$ cat config.mk
export PLATFORM = sky130hd
export DESIGN_NAME = eth_fcs_tx_ctrl
export DESIGN_NICKNAME = d
export VERILOG_FILES = /design/src/rtl/eth_pkg.sv /design/src/rtl/crc32_8bit.sv /design/src/rtl/eth_fcs_tx_ctrl.sv
export SDC_FILE = /design/constraint.sdc
export NUM_CORES = 1
export LEC_CHECK = 0
export BUFFER_PORTS_ARGS = -buffer_cell sky130_fd_sc_hd__buf_2
export CORE_ASPECT_RATIO = 1.2
export CORE_MARGIN = 4
export CORE_UTILIZATION = 25
export CTS_BUF_LIST = sky130_fd_sc_hd__clkbuf_16
export DETAILED_ROUTE_END_ITERATION = 6
export SYNTH_ARGS = -nofsm -noshare
export SYNTH_HDL_FRONTEND = slang
export SYNTH_SLANG_ARGS = --single-unit
$ cat constraint.sdc
create_clock -name clk -period 4.4 [get_ports clk]
set_input_delay 1.1 -clock clk [delete_from_list [all_inputs] [get_ports clk]]
set_output_delay 1.1 -clock clk [all_outputs]
set_load 0.05 [all_outputs]
$ cat src/rtl/eth_pkg.sv
// Shared Ethernet constants and the transmit FCS controller state type.
package eth_pkg;

    localparam logic [31:0] CRC32_INIT    = 32'hFFFFFFFF;
    localparam logic [31:0] CRC32_RESIDUE = 32'hDEBB20E3;
    localparam logic [31:0] CRC32_POLY    = 32'hEDB88320;
    localparam int          ETH_MIN_FRAME = 60;

    typedef enum logic [1:0] {FT_PASS, FT_PAD, FT_FCS} fcs_tx_state_t;

endpackage

$ cat src/rtl/crc32_8bit.sv
// Combinational byte-wide step of the reflected Ethernet CRC-32 (LSB first).
module crc32_8bit
    import eth_pkg::*;
(
    input  logic [31:0] crc_in,
    input  logic [7:0]  data,
    output logic [31:0] crc_out
);

    logic [31:0] c;

    always_comb begin
        c = crc_in ^ {24'h0, data};
        for (int k = 0; k < 8; k++)
            c = c[0] ? ((c >> 1) ^ CRC32_POLY) : (c >> 1);
        crc_out = c;
    end

endmodule

$ cat src/rtl/eth_fcs_tx_ctrl.sv
// Transmit frame finisher: passes payload, zero-pads to the minimum length
// and appends the 4-byte FCS, least significant byte first.
module eth_fcs_tx_ctrl
    import eth_pkg::*;
#(
    parameter int MIN_FRAME_BYTES = ETH_MIN_FRAME,
    parameter int CNT_W           = (MIN_FRAME_BYTES < 1) ? 1 : $clog2(MIN_FRAME_BYTES + 1)
) (
    input  logic        clk,
    input  logic        reset,
    input  logic [7:0]  in_data,
    input  logic        in_valid,
    input  logic        in_last,
    output logic        in_ready,
    output logic [7:0]  out_data,
    output logic        out_valid,
    output logic        out_last,
    input  logic        out_ready,
    output logic [31:0] fcs_value,
    output logic        frame_done
);

    fcs_tx_state_t    state, state_nxt;
    logic [31:0]      crc, crc_nxt;
    logic [CNT_W-1:0] byte_cnt, cnt_nxt, cnt_sat;
    logic [1:0]       idx, idx_nxt;
    logic [7:0]       out_data_nxt;
    logic             out_valid_nxt, out_last_nxt, frame_done_nxt;
    logic [31:0]      fcs_nxt, fcs_word, crc_step;
    logic [7:0]       crc_din;
    logic             load_en, short_frame, pad_done;

    assign load_en  = !out_valid || out_ready;
    assign in_ready = (state == FT_PASS) && load_en;
    assign crc_din  = (state == FT_PAD) ? 8'h00 : in_data;
    assign fcs_word = ~crc;

    crc32_8bit u_crc (
        .crc_in  (crc),
        .data    (crc_din),
        .crc_out (crc_step)
    );

    // Counter saturates at the minimum, so long frames never wrap it.
    always_comb begin
        cnt_sat = byte_cnt;
        if (int'(byte_cnt) < MIN_FRAME_BYTES)
            cnt_sat = byte_cnt + CNT_W'(1);
    end

    assign short_frame = (int'(byte_cnt) + 1) <  MIN_FRAME_BYTES;
    assign pad_done    = (int'(byte_cnt) + 1) == MIN_FRAME_BYTES;

    always_comb begin
        state_nxt      = state;
        crc_nxt        = crc;
        cnt_nxt        = byte_cnt;
        idx_nxt        = idx;
        out_data_nxt   = out_data;
        out_valid_nxt  = out_valid;
        out_last_nxt   = out_last;
        fcs_nxt        = fcs_value;
        frame_done_nxt = out_valid && out_ready && out_last;

        case (state)
            FT_PASS: begin
                if (load_en) begin
                    if (in_valid) begin
                        out_data_nxt  = in_data;
                        out_valid_nxt = 1'b1;
                        out_last_nxt  = 1'b0;
                        crc_nxt       = crc_step;
                        cnt_nxt       = cnt_sat;
                        if (in_last) begin
                            if (short_frame) begin
                                state_nxt = FT_PAD;
                            end else begin
                                state_nxt = FT_FCS;
                                idx_nxt   = 2'd0;
                            end
                        end
                    end else begin
                        out_valid_nxt = 1'b0;
                        out_last_nxt  = 1'b0;
                    end
                end
            end
            FT_PAD: begin
                if (load_en) begin
                    out_data_nxt  = 8'h00;
                    out_valid_nxt = 1'b1;
                    out_last_nxt  = 1'b0;
                    crc_nxt       = crc_step;
                    cnt_nxt       = cnt_sat;
                    if (pad_done) begin
                        state_nxt = FT_FCS;
                        idx_nxt   = 2'd0;
                    end
                end
            end
            FT_FCS: begin
                // crc is frozen here; idx walks the complemented word LSB first.
                if (load_en) begin
                    out_data_nxt  = fcs_word[{idx, 3'b000} +: 8];
                    out_valid_nxt = 1'b1;
                    out_last_nxt  = 1'b0;
                    idx_nxt       = idx + 2'd1;
                    if (idx == 2'd3) begin
                        out_last_nxt = 1'b1;
                        fcs_nxt      = fcs_word;
                        state_nxt    = FT_PASS;
                        crc_nxt      = CRC32_INIT;
                        cnt_nxt      = '0;
                    end
                end
            end
            default: state_nxt = FT_PASS;
        endcase
    end

    always_ff @(posedge clk or posedge reset) begin
        if (reset) begin
            state      <= FT_PASS;
            crc        <= CRC32_INIT;
            byte_cnt   <= '0;
            idx        <= 2'd0;
            out_data   <= 8'h00;
            out_valid  <= 1'b0;
            out_last   <= 1'b0;
            fcs_value  <= 32'h0;
            frame_done <= 1'b0;
        end else begin
            state      <= state_nxt;
            crc        <= crc_nxt;
            byte_cnt   <= cnt_nxt;
            idx        <= idx_nxt;
            out_data   <= out_data_nxt;
            out_valid  <= out_valid_nxt;
            out_last   <= out_last_nxt;
            fcs_value  <= fcs_nxt;
            frame_done <= frame_done_nxt;
        end
    end

endmodule

After elaboration in Yosys (flattened, before gate mapping)
Index checks and enable logic that the tools add are counted.

$add $sub $neg: 3. Order comparisons: 2. Equality and inequality tests: 14. Shift operators: 1. Muxes and demuxes: 52. Bitwise operators: 10. Reduce and logical (&&, ||, !) cells: 18.

Operators with widths (count): two-way mux 32 bit (13); inverter 13 -> 14 bit (8); case mux 32 bit (3 select lines) (1); two-way mux 8 bit (5); two-way mux 6 bit (6); less-than comparator 32 x 7 -> 1 bit, second input constant (1); inverter 32 bit (1); indexed part select 32 x 6 -> 8 bit (1); bitwise XOR 32 x 8 -> 32 bit (1); two-way mux 2 bit (15); case mux 8 bit (3 select lines) (1); case mux 6 bit (3 select lines) (1); inequality test 2 bit, second input constant (8); case mux 2 bit (3 select lines) (2); AND reduction 3 bit (3); AND reduction 8 bit (1); adder 6 x 1 -> 7 bit, second input constant (1); == test 7 x 6 -> 1 bit, second input constant (1); AND reduction 7 bit (1); adder 6 x 1 -> 6 bit, second input constant (1); less-than comparator 6 bit, second input constant (1); two-way mux 1 bit (6); AND reduction 6 bit (1); AND reduction 5 bit (1); other kinds (12) (19).

Flip-flop bits (word level): 85. Bits of input ports: 13. Output and inout port bits: 44. Word-level logic and storage cells: 109.

Depth between registers and ports, before layout
Gate-level depths: netlist of the first run.

Depth in word-level cells: 22. Gate-level depth with buffers: 11. Mapped depth without buffers: 8.

By module
From an unflattened synthesis of the first run, not the netlist that was laid out.

Cells, all modules: 454. Area total of the unflattened synthesis: 4854.7 um^2.

By module, submodules not included: eth_fcs_tx_ctrl (times used 1, cells an instance 391, area an instance 3911.3 um^2, seq. area each 2167.1 um^2); crc32_8bit (times used 1, cells an instance 63, area an instance 943.4 um^2, seq. area each 0.0 um^2).

Least setup slack after synthesis of the first run
No wires, ideal clock.

Path type: in2out. Start point: input out_ready. End point: output in_ready. Arrival: 1692 ps. Data required time: 3300 ps. Slack: 1608 ps. Cell stages on the path: 2. Buffers on the path: 0. Cell sequence: nand2b_1 -> and2_1.

Cells in the longest elaborated chain, start to end: 2.

Ends and longest elaborated chain: start: declaration (line eth_fcs_tx_ctrl.sv:18) `input logic out_ready,`; logical OR 1 bit (line eth_fcs_tx_ctrl.sv:33) `assign load_en = !out_valid || out_ready;`; logical AND 1 bit (line eth_fcs_tx_ctrl.sv:34) `assign in_ready = (state == FT_PASS) && load_en;`; end: declaration (line eth_fcs_tx_ctrl.sv:14) `output logic in_ready,`.

Every way passes these cells.

Worst setup path in the final report of the first run
Start point: register state[1]. End point: register crc[23].

Cells in the longest elaborated chain, start to end: 19. Elaborated cells on any way between the ends: 30. Those cells by class: eq/ne: 7; mux: 13; bitwise: 7; reduce/logical: 3.

Ends and longest elaborated chain: start: declaration (line eth_fcs_tx_ctrl.sv:23) `fcs_tx_state_t state, state_nxt;`; start signal: assignment (line eth_fcs_tx_ctrl.sv:133) `state <= state_nxt;`; == test 2 x 1 -> 1 bit (line eth_fcs_tx_ctrl.sv:35, eth_fcs_tx_ctrl.sv:65); two-way mux 8 bit (line eth_fcs_tx_ctrl.sv:35) `assign crc_din = (state == FT_PAD) ? 8'h00 : in_data;`; bitwise XOR 32 x 8 -> 32 bit (line crc32_8bit.sv:13) `c = crc_in ^ {24'h0, data};`; two-way mux 32 bit (line crc32_8bit.sv:15) `c = c[0] ? ((c >> 1) ^ CRC32_POLY) : (c >> 1);`; inverter 13 -> 14 bit (no source line); two-way mux 32 bit (2 in series) (line crc32_8bit.sv:15); inverter 13 -> 14 bit (no source line); two-way mux 32 bit (line crc32_8bit.sv:15); inverter 13 -> 14 bit (no source line); two-way mux 32 bit (2 in series) (line crc32_8bit.sv:15); inverter 13 -> 14 bit (no source line); two-way mux 32 bit (line crc32_8bit.sv:15); inverter 13 -> 14 bit (no source line); two-way mux 32 bit (line crc32_8bit.sv:15); two-way mux 32 bit (line eth_fcs_tx_ctrl.sv:68) `if (in_valid) begin`; two-way mux 32 bit (line eth_fcs_tx_ctrl.sv:67) `if (load_en) begin`; case mux 32 bit (3 select lines) (line eth_fcs_tx_ctrl.sv:65) `case (state)`; end signal: assignment (line eth_fcs_tx_ctrl.sv:134) `crc <= crc_nxt;`; end: declaration (line eth_fcs_tx_ctrl.sv:24) `logic [31:0] crc, crc_nxt;`.

Parallel ways exist; a longest one is shown, timed or not. The select of a mux whose other input is x is not followed. A chain may end at the register's enable or synchronous reset.

==> results of run 1 <==
[through the flow]
stage / cell area (sq um) / instances / hold slack (ns) / worst slack (ns)
floorplan: 4710 / 457 / 0.492 / 1.16
global placement: 5220 / 740 / 0.457 / 1.32
detailed placement: 5220 / 740 / 0.468 / 1.25
CTS: 5520 / 756 / 0.483 / 1.40
global route: 5520 / 756 / 0.497 / 1.23
finish: 5530 / 757 / 0.477 / 1.42
[how the worst max path moves through the flow]
stage | start | endpoint | slack, ns
2_1_floorplan | reset | byte_cnt[0] | 1.16
3_3_place_gp | in_data[1] | crc[20] | 1.32
3_5_place_dp | out_ready | byte_cnt[5] | 1.25
4_1_cts | state[1] | crc[23] | 1.40
5_1_grt | state[1] | crc[23] | 1.23
6_report | state[1] | crc[23] | 1.42
[worst max-delay path, delay by kind of cell (launching register included)]
| kind | cells | cell delay, ns |
|---|---|---|
| fa+ha+maj | 1 | 0.64 |
| buf+inv | 1 | 0.12 |
| compound gates | 1 | 0.16 |
| xor+xnor | 4 | 1.44 |
| simple gates | 1 | 0.12 |
| flops | 1 | 0.42 |
[synthesized netlist by cell type, drive strengths merged (2+ instances only)]
| cell | instances |
|---|---|
| o21ai | 34 |
| mux4 | 8 |
| o2bb2ai | 3 |
| xnor3 | 3 |
| nand3 | 4 |
| nand3b | 2 |
| ha | 7 |
| and2 | 3 |
| dfstp | 32 |
| o22a | 4 |
| mux2 | 2 |
| nand2b | 2 |
| a31oi | 11 |
| xor3 | 2 |
| mux2i | 3 |
| clkbuf | 18 |
| nor2b | 3 |
| xnor2 | 58 |
| and3 | 2 |
| o21a | 8 |
| nor2 | 50 |
| o221ai | 8 |
| nand2 | 44 |
| a21oi | 29 |
| buf | 14 |
| xor2 | 22 |
| dfrtp | 53 |
| inv | 14 |
| nand4 | 2 |
[logic make-up after synthesis]
| kind of cell | count (synthesis) | share of synthesized area |
|---|---|---|
| buf+inv | 46 | 0.0428 |
| xor+xnor | 85 | 0.184 |
| flops | 85 | 0.460 |
| fa+ha+maj | 7 | 0.0186 |
| mux | 13 | 0.0494 |
| compound gates | 107 | 0.142 |
| simple gates | 114 | 0.103 |
[sequential cells by signal, indices dropped and copies added, names as in the netlist]
register    flops
idx             2
crc            32
frame_done      1
state           2
out_last        1
out_valid       1
out_data        8
fcs_value      32
byte_cnt        6
[layout make-up]
type                            instances  share of cell area
Multi-Input combinational cell        326               0.426
Sequential cell                        85               0.392
Timing Repair Buffer                   63              0.0602
Tap cell                              252              0.0571
Clock buffer                            9              0.0408
Clock inverter                          7              0.0134
Inverter                               14             0.00974
Antenna cell                            1            0.000453
[per-layer routing]
layer | global-route usage | share of wire
met2 | 0.194 | 0.47
met3 | 0.0335 | 0.051
met5 | 0 | 0.00067
met1 | 0.155 | 0.46
met4 | 0.0353 | 0.014
==> run metrics, run 1 <==
outcome finished clean; DRC Markers 0; post-synth cell types 51; reg2reg end crc[23]; Setup CP Type reg2reg; CTS root buffer clkbuf_16; Cell Chain, Critical Path inv_1 -> ha_1 -> nor2b_2 -> xnor2_2 -> xnor3_1 -> xor3_1 -> xnor2_1 -> a31oi_1; Final Util 0.301; fin crit share 0.678; largest net degree at the start of global routing 66; Slew HR 0.519; Die X about 130 um; H-tree depth 3; initial DRC count between 150 and 200; FP Rows between 50 and 60; Setup Fix Bufs, Post-CTS 0; total gr overflow 0; Syn Inst Count ~460; synth warn 0; Nets 519; Final min period slightly below 3 ns; synthesis-stage register bit count 85; die height ~160 um; first-pass detailed-route iteration total 4; crit path launch type flip-flop; Async SR Flop Fraction 1.00; port buffer count 56; DP Wirelength 8900 um; synth top area cells dfrtp_1, dfstp_2, xnor2_1, nor2_1, xor2_1; setup tns final 0 ns; die area roughly 21000 sq um; leading cell type in the layout, fill and taps excluded buf_2; top-level port count 57; Reg clk slew, reported paths ~0.070 ns; CTS Buffer Depth 2; gpl congestion approximately 0.80; Seq. cell area 2170 sq um; Req. time, crit path approximately 4.7 ns; Layout area overhead 17.3%; vias in the first global route roughly 3400; Net Count, Synth around 480; Mapped Avg Cell Area roughly 10 sq um; post-synth top area share 0.282; delay of the slowest cell on the worst path between 0.6 and 0.7 ns; CTS Buf Count 9; final wirelength roughly 12000 um; All-Layer GR Usage 0.119; reg2reg start state[1]; worst hold stages 2; # resized after CTS 0; R2R setup slack between 1 and 1.5 ns; drt wl/cell 15.9 um; Fin. Hold Viols 0; Initial Util 0.256; slowest CP cell ha_1; Yosys top cell by area dfrtp_1; CP Capture Type flip-flop; FILL cells 1934; most frequent cells in the layout buf_2, xnor2_1, dfrtp_1; CP Max Fanout 19; Post-synth EDFFs 0; Final Max Slew Viols 0; arrival time worst endpoint 3.25 ns; Most used DFF post-synth dfrtp_1; antenna violations before repair 1; first-pass GRT wire length approximately 20000 um; mean number of vias per cell 4.40; Fmax achieved between 300 and 400 MHz; count of hold-fix buffers inserted at cts 0; Worst Max-Slew Pin Slew 0.722 ns; post-route ant nets 0; sequential area share after synthesis 0.460; CORE AREA ~18000 sq um; Worst-Skew Late Latency between 0.3 and 0.4 ns; R2R depth 8; CTS sink cnt between 80 and 90; endpoints failing setup 0; worst hold path class reg2reg; share of layout cells above drive strength 1 0.264; Mapped Area around 4700 sq um; Final Skew 0.00985 ns; HP Start fcs_value[29]; Max-Cap Viols 0; area of the multi-input gates 2350 sq um; Min-Delay Endpoint fcs_value[29]; TritonCTS clock tree yes; RSZ-0062 raised after global routing no; via count between 3000 and 4000
Power of run 1 is not shown: default switching activity piles up to over one toggle a cycle in this logic, so the estimate is an artifact.
==> run 2, diff against run 1 <==
--- a/config.mk
+++ b/config.mk
@@ -5,6 +5,7 @@
 export SDC_FILE = /design/constraint.sdc
 export NUM_CORES = 1
 export LEC_CHECK = 0
+export ABC_AREA = 1
 export BUFFER_PORTS_ARGS = -buffer_cell sky130_fd_sc_hd__buf_2
 export CORE_ASPECT_RATIO = 1.2
 export CORE_MARGIN = 4
==> constraint.sdc (replaced) <==
create_clock -name clk -period 2.6 [get_ports clk]
set_input_delay 0.65 -clock clk [delete_from_list [all_inputs] [get_ports clk]]
set_output_delay 0.65 -clock clk [all_outputs]
set_load 0.05 [all_outputs]
==> run 2 against run 1 <==
Compared with the run above:
- cell area is 6.7% higher
- non-clock buffer count rose by 3
- core utilization decreased by 0.12 points
- wire length up 18%
- critical path depth fell by 3
- sequential cell count did not move
==> run metrics, run 2 <==
final wirelength 14200 um; share of layout cells above drive strength 1 0.234; R2R setup slack 0.38 ns; initial DRC count ~200; synthesis-stage register bit count 85; Area after DPL between 5000 and 6000 sq um; Final Cell Area between 5000 and 6000 sq um; post-route ant nets 0; Initial Util 0.256; Max-Cap Viols 0; leading cell type in the layout, fill and taps excluded nand2_1; setup tns final 0 ns; CTS Buffer Depth 2; DP Wirelength around 11000 um; largest net degree at the start of global routing 86; die area 22500 sq um; Mapped Area just over 5000 sq um; count leader, synth nand2_1; RSZ-0062 raised after global routing no; most frequent cells in the layout nand2_1, inv_1, o21ai_0, buf_2, dfrtp_1; outcome finished clean; DRC Markers 0; Final Max Slew Viols 0; count of hold-fix buffers inserted at cts 0; CP Max Fanout 5; Worst-Skew Late Latency 0.35 ns; drt wl/cell between 10 and 15 um; Final Util 0.299; Cell Chain, Critical Path inv_1 -> ha_1 -> inv_1 -> nor2_1 -> buf_2; total gr overflow 0; CTS root buffer clkbuf_16; Slew HR 0.632; gpl congestion between 0.9 and 1; vias in the first global route 4055; Layout area overhead 16.9%; first-pass detailed-route iteration total 5; Net Count, Synth approximately 660; CORE AREA roughly 20000 sq um; port buffer count 56; die height roughly 160 um; mean number of vias per cell ~4.5; via count 4302; reg2reg start state[1]; Fin. Hold Viols 0; endpoints failing setup 0; reg2reg end crc[23]; post-synth cell types 40; top-level port count 57; worst hold path class in2async; synth top area cells dfrtp_1, dfstp_2, nand2_1, xor2_1, o21ai_0; Mapped Avg Cell Area just under 8 sq um; synth warn 0; Syn Inst Count 644; # diodes 0; first-pass GRT wire length roughly 22000 um; crit path launch type flip-flop; FILL cells 2129; Post-synth EDFFs 0; Yosys top cell by area dfrtp_1; TritonCTS clock tree yes; antenna violations before repair 0; Post-synth top cells nand2_1, inv_1, o21ai_0, dfrtp_1, nand3_1; Nets 720; CP Capture Type output pin; Reg clk slew, reported paths 0.06 ns; fin crit share 0.869; Most common cell on crit path inv_1; Req. time, crit path 1.95 ns; Setup CP Type reg2out; H-tree depth 3; Regs by FF count crc (32), fcs_value (32), out_data (8); arrival time worst endpoint between 1.5 and 2 ns; post-synth top area share 0.263; hold slack between 0.4 and 0.5 ns; All-Layer GR Usage 0.129; CTS Buf Count 9; Worst Max-Slew Pin Slew between 0.5 and 0.6 ns; sequential area share after synthesis 0.430; Final Skew 0.00982 ns; Fmax achieved ~440 MHz; Async SR Flop Fraction 1.00; Die X 138 um; slowest CP cell dfrtp_1; R2R depth 16; FP Rows 56; delay of the slowest cell on the worst path 0.41 ns; Most used DFF post-synth dfrtp_1; Final min period between 2 and 2.5 ns; CTS sink cnt 85
## run 2: metal layers
layer  up-vias  wire (um)  part of all wire  track usage
met2        96       7260              0.51        0.223
li1       2175          -                 -            -
met1      2013       5860              0.41        0.160
met4         0        313             0.022       0.0513
met3        18        782             0.055       0.0203
met5         -          0                 0            0
## run 2: timing repair
action,in CTS,in global routing
resized for setup,0,4
setup endpoints to repair,0,5
setup buffers,0,0
## run 2: stage by stage
stage,setup slack (ns),std cells
2_1_floorplan,0.481,644
5_1_grt,0.0981,966
4_1_cts,0.144,966
3_3_place_gp,0.197,950
3_5_place_dp,0.169,950
6_report,0.341,966
## run 2: layout make-up
class / instances / area (sq um) / area share
Clock buffer: 9 / 225 / 0.0382
Timing Repair Buffer: 66 / 368 / 0.0624
Inverter: 82 / 314 / 0.0533
Clock inverter: 7 / 53.8 / 0.00913
Sequential cell: 85 / 2170 / 0.368
Tap cell: 261 / 327 / 0.0554
Multi-Input combinational cell: 456 / 2440 / 0.414
## run 2: worst max-delay path by stage
stage / startpoint / to / slack (ns)
CTS: state[1] / crc[20] / 0.14
detailed placement: state[1] / crc[20] / 0.17
floorplan: out_ready / in_ready / 0.48
global placement: state[1] / crc[20] / 0.20
global route: state[1] / crc[20] / 0.1
finish: state[0] / in_ready / 0.34
## run 2: critical path, delay by kind of cell, from the launching register on
kind,cells,cell delay [ns]
adder cells (fa/ha/maj),1,0.26
AND/OR/NAND/NOR,1,0.12
buffers and inverters,3,0.47
flip-flops,1,0.41
## run 2: cells by family (layout without fill, tap and decap cells)
kind of cell             Yosys count  in the layout  share of synthesized area
adder cells (fa/ha/maj)            7              7                     0.0174
XOR/XNOR                          42             42                     0.0797
AO/OA/AOI/OAI                    127            127                      0.147
flip-flops                        85             85                      0.430
buffers and inverters            103            164                     0.0886
AND/OR/NAND/NOR                  279            279                      0.235
multiplexers                       1              1                    0.00199
Power of run 2 is left out for the same reason.
==> run 3, diff against run 2 <==
--- a/config.mk
+++ b/config.mk
@@ -5,7 +5,6 @@
 export SDC_FILE = /design/constraint.sdc
 export NUM_CORES = 1
 export LEC_CHECK = 0
-export ABC_AREA = 1
 export BUFFER_PORTS_ARGS = -buffer_cell sky130_fd_sc_hd__buf_2
 export CORE_ASPECT_RATIO = 1.2
 export CORE_MARGIN = 4
==> run 3 against run 2 <==
Compared with the run above:
- clock skew increased by 0.0033 ns
- die area decreased by 6.2%
- first-iteration DRC count decreased by 21%
- global-route usage decreased by 0.64 points
- core utilization increased by 0.92 points
- maximum frequency decreased by 5.5%
- sequential cell count unchanged
- critical path type is now reg2reg
- critical endpoint is now idx[0]
- largest cell class unchanged
- highest routed layer is now met5
==> run metrics, run 3 (synthesis results as in run 1) <==
Regs by FF count crc (32), fcs_value (32), out_data (8); Fin. Hold Viols 0; Final Max Slew Viols 0; most frequent cells in the layout buf_2, xnor2_1, dfrtp_1; Reg clk slew, reported paths roughly 0.06 ns; leading cell type in the layout, fill and taps excluded buf_2; CTS sink cnt 85; placed insts around 750; initial DRC count roughly 160; CTS Buf Count 9; DP Wirelength 9210 um; total gr overflow 0; via count about 3400; H-tree depth 3; RSZ-0062 raised after global routing no; All-Layer GR Usage 0.123; Req. time, crit path between 2 and 3 ns; fin cells 769; largest net degree at the start of global routing 86; CP Max Fanout 8; port buffer count 56; mean number of vias per cell ~4.4; Worst Max-Slew Pin Slew roughly 0.57 ns; Initial Util 0.256; die area about 21000 sq um; endpoints failing setup 0; Final min period about 2.4 ns; Final Skew approximately 0.013 ns; FILL cells 1955; Nets ~530; arrival time worst endpoint between 2 and 3 ns; first-pass detailed-route iteration total 5; drt wl/cell 15.9 um; Die X 133 um; reg2reg end idx[0]; # resized after CTS 0; top-level port count between 50 and 60; reg2reg start byte_cnt[0]; share of layout cells above drive strength 1 0.279; setup tns final 0 ns; DRC Markers 0; Max-Cap Viols 0; Area after DPL 5330 sq um; Final Cell Area between 5000 and 6000 sq um; CORE AREA 18400 sq um; antenna violations before repair 2; CTS Buffer Depth 2; worst hold path class in2async; R2R setup slack ~0.21 ns; Setup CP Type reg2reg; outcome finished clean; FP Rows 54; CTS root buffer clkbuf_16; die height 158 um; post-route ant nets 0; Layout area overhead 20.4%; crit path launch type flip-flop; Setup Fix Bufs, Post-CTS 0; Worst-Skew Late Latency about 0.36 ns; Final Util 0.309; vias in the first global route around 3500; gpl congestion 0.835; count of hold-fix buffers inserted at cts 0; fin crit share 0.919; final wirelength around 12000 um; CP Capture Type flip-flop; R2R depth 7; first-pass GRT wire length roughly 20000 um; Slew HR 0.617; Fmax achieved roughly 420 MHz; TritonCTS clock tree yes
## run 3: cell types whose count changed in the layout (fill, tap and decap cells not counted), moves of 15 or more
cell / delta
inv_1: -49
inv_2: -19
nand2_1: -139
nand3_1: -38
nor2_1: +22
o21ai_0: -23
xnor2_1: +51
xor2_1: -15
## run 3: stage by stage
| step | hold WS, ns | setup WS [ns] |
|---|---|---|
| final | 0.418 | 0.210 |
| after global routing | 0.464 | 0.0221 |
| after CTS | 0.442 | 0.189 |
| after detailed placement | 0.464 | 0.152 |
| after global placement | 0.458 | 0.240 |
| after floorplan | 0.492 | 0.258 |
## run 3: worst max-delay path by stage
| stage | startpoint | end | depth (start not counted) |
|---|---|---|---|
| final | byte_cnt[0] | idx[0] | 7 |
| after global routing | state[1] | crc[10] | 10 |
| after CTS | byte_cnt[0] | idx[0] | 7 |
| after detailed placement | in_data[3] | crc[19] | 7 |
| after global placement | in_data[3] | crc[19] | 7 |
| after floorplan | state[1] | crc[20] | 9 |
## run 3: layout make-up
cell class	instances	area (sq um)	area share
Inverter	14	56.3	0.00993
Clock inverter	7	115	0.0203
Clock buffer	9	225	0.0397
Antenna cell	1	2.50	0.000441
Timing Repair Buffer	75	435	0.0768
Multi-Input combinational cell	326	2350	0.415
Tap cell	252	315	0.0556
Sequential cell	85	2170	0.382
## run 3: worst max-delay path, cell delays in order (launching register included)
cell	delay, ns
dfrtp_1	0.47
ha_1	0.30
nand2b_1	0.18
or3_1	0.31
a31o_1	0.23
and2_1	0.18
nor3b_2	0.27
mux2_1	0.35
## run 3: per-layer routing
metal / global-route usage / part of all wire
met1: 0.157 / 0.45
met2: 0.197 / 0.48
met3: 0.0329 / 0.049
met4: 0.0519 / 0.020
met5: 0 / 0.00090
Power of run 3 is left out for the same reason.
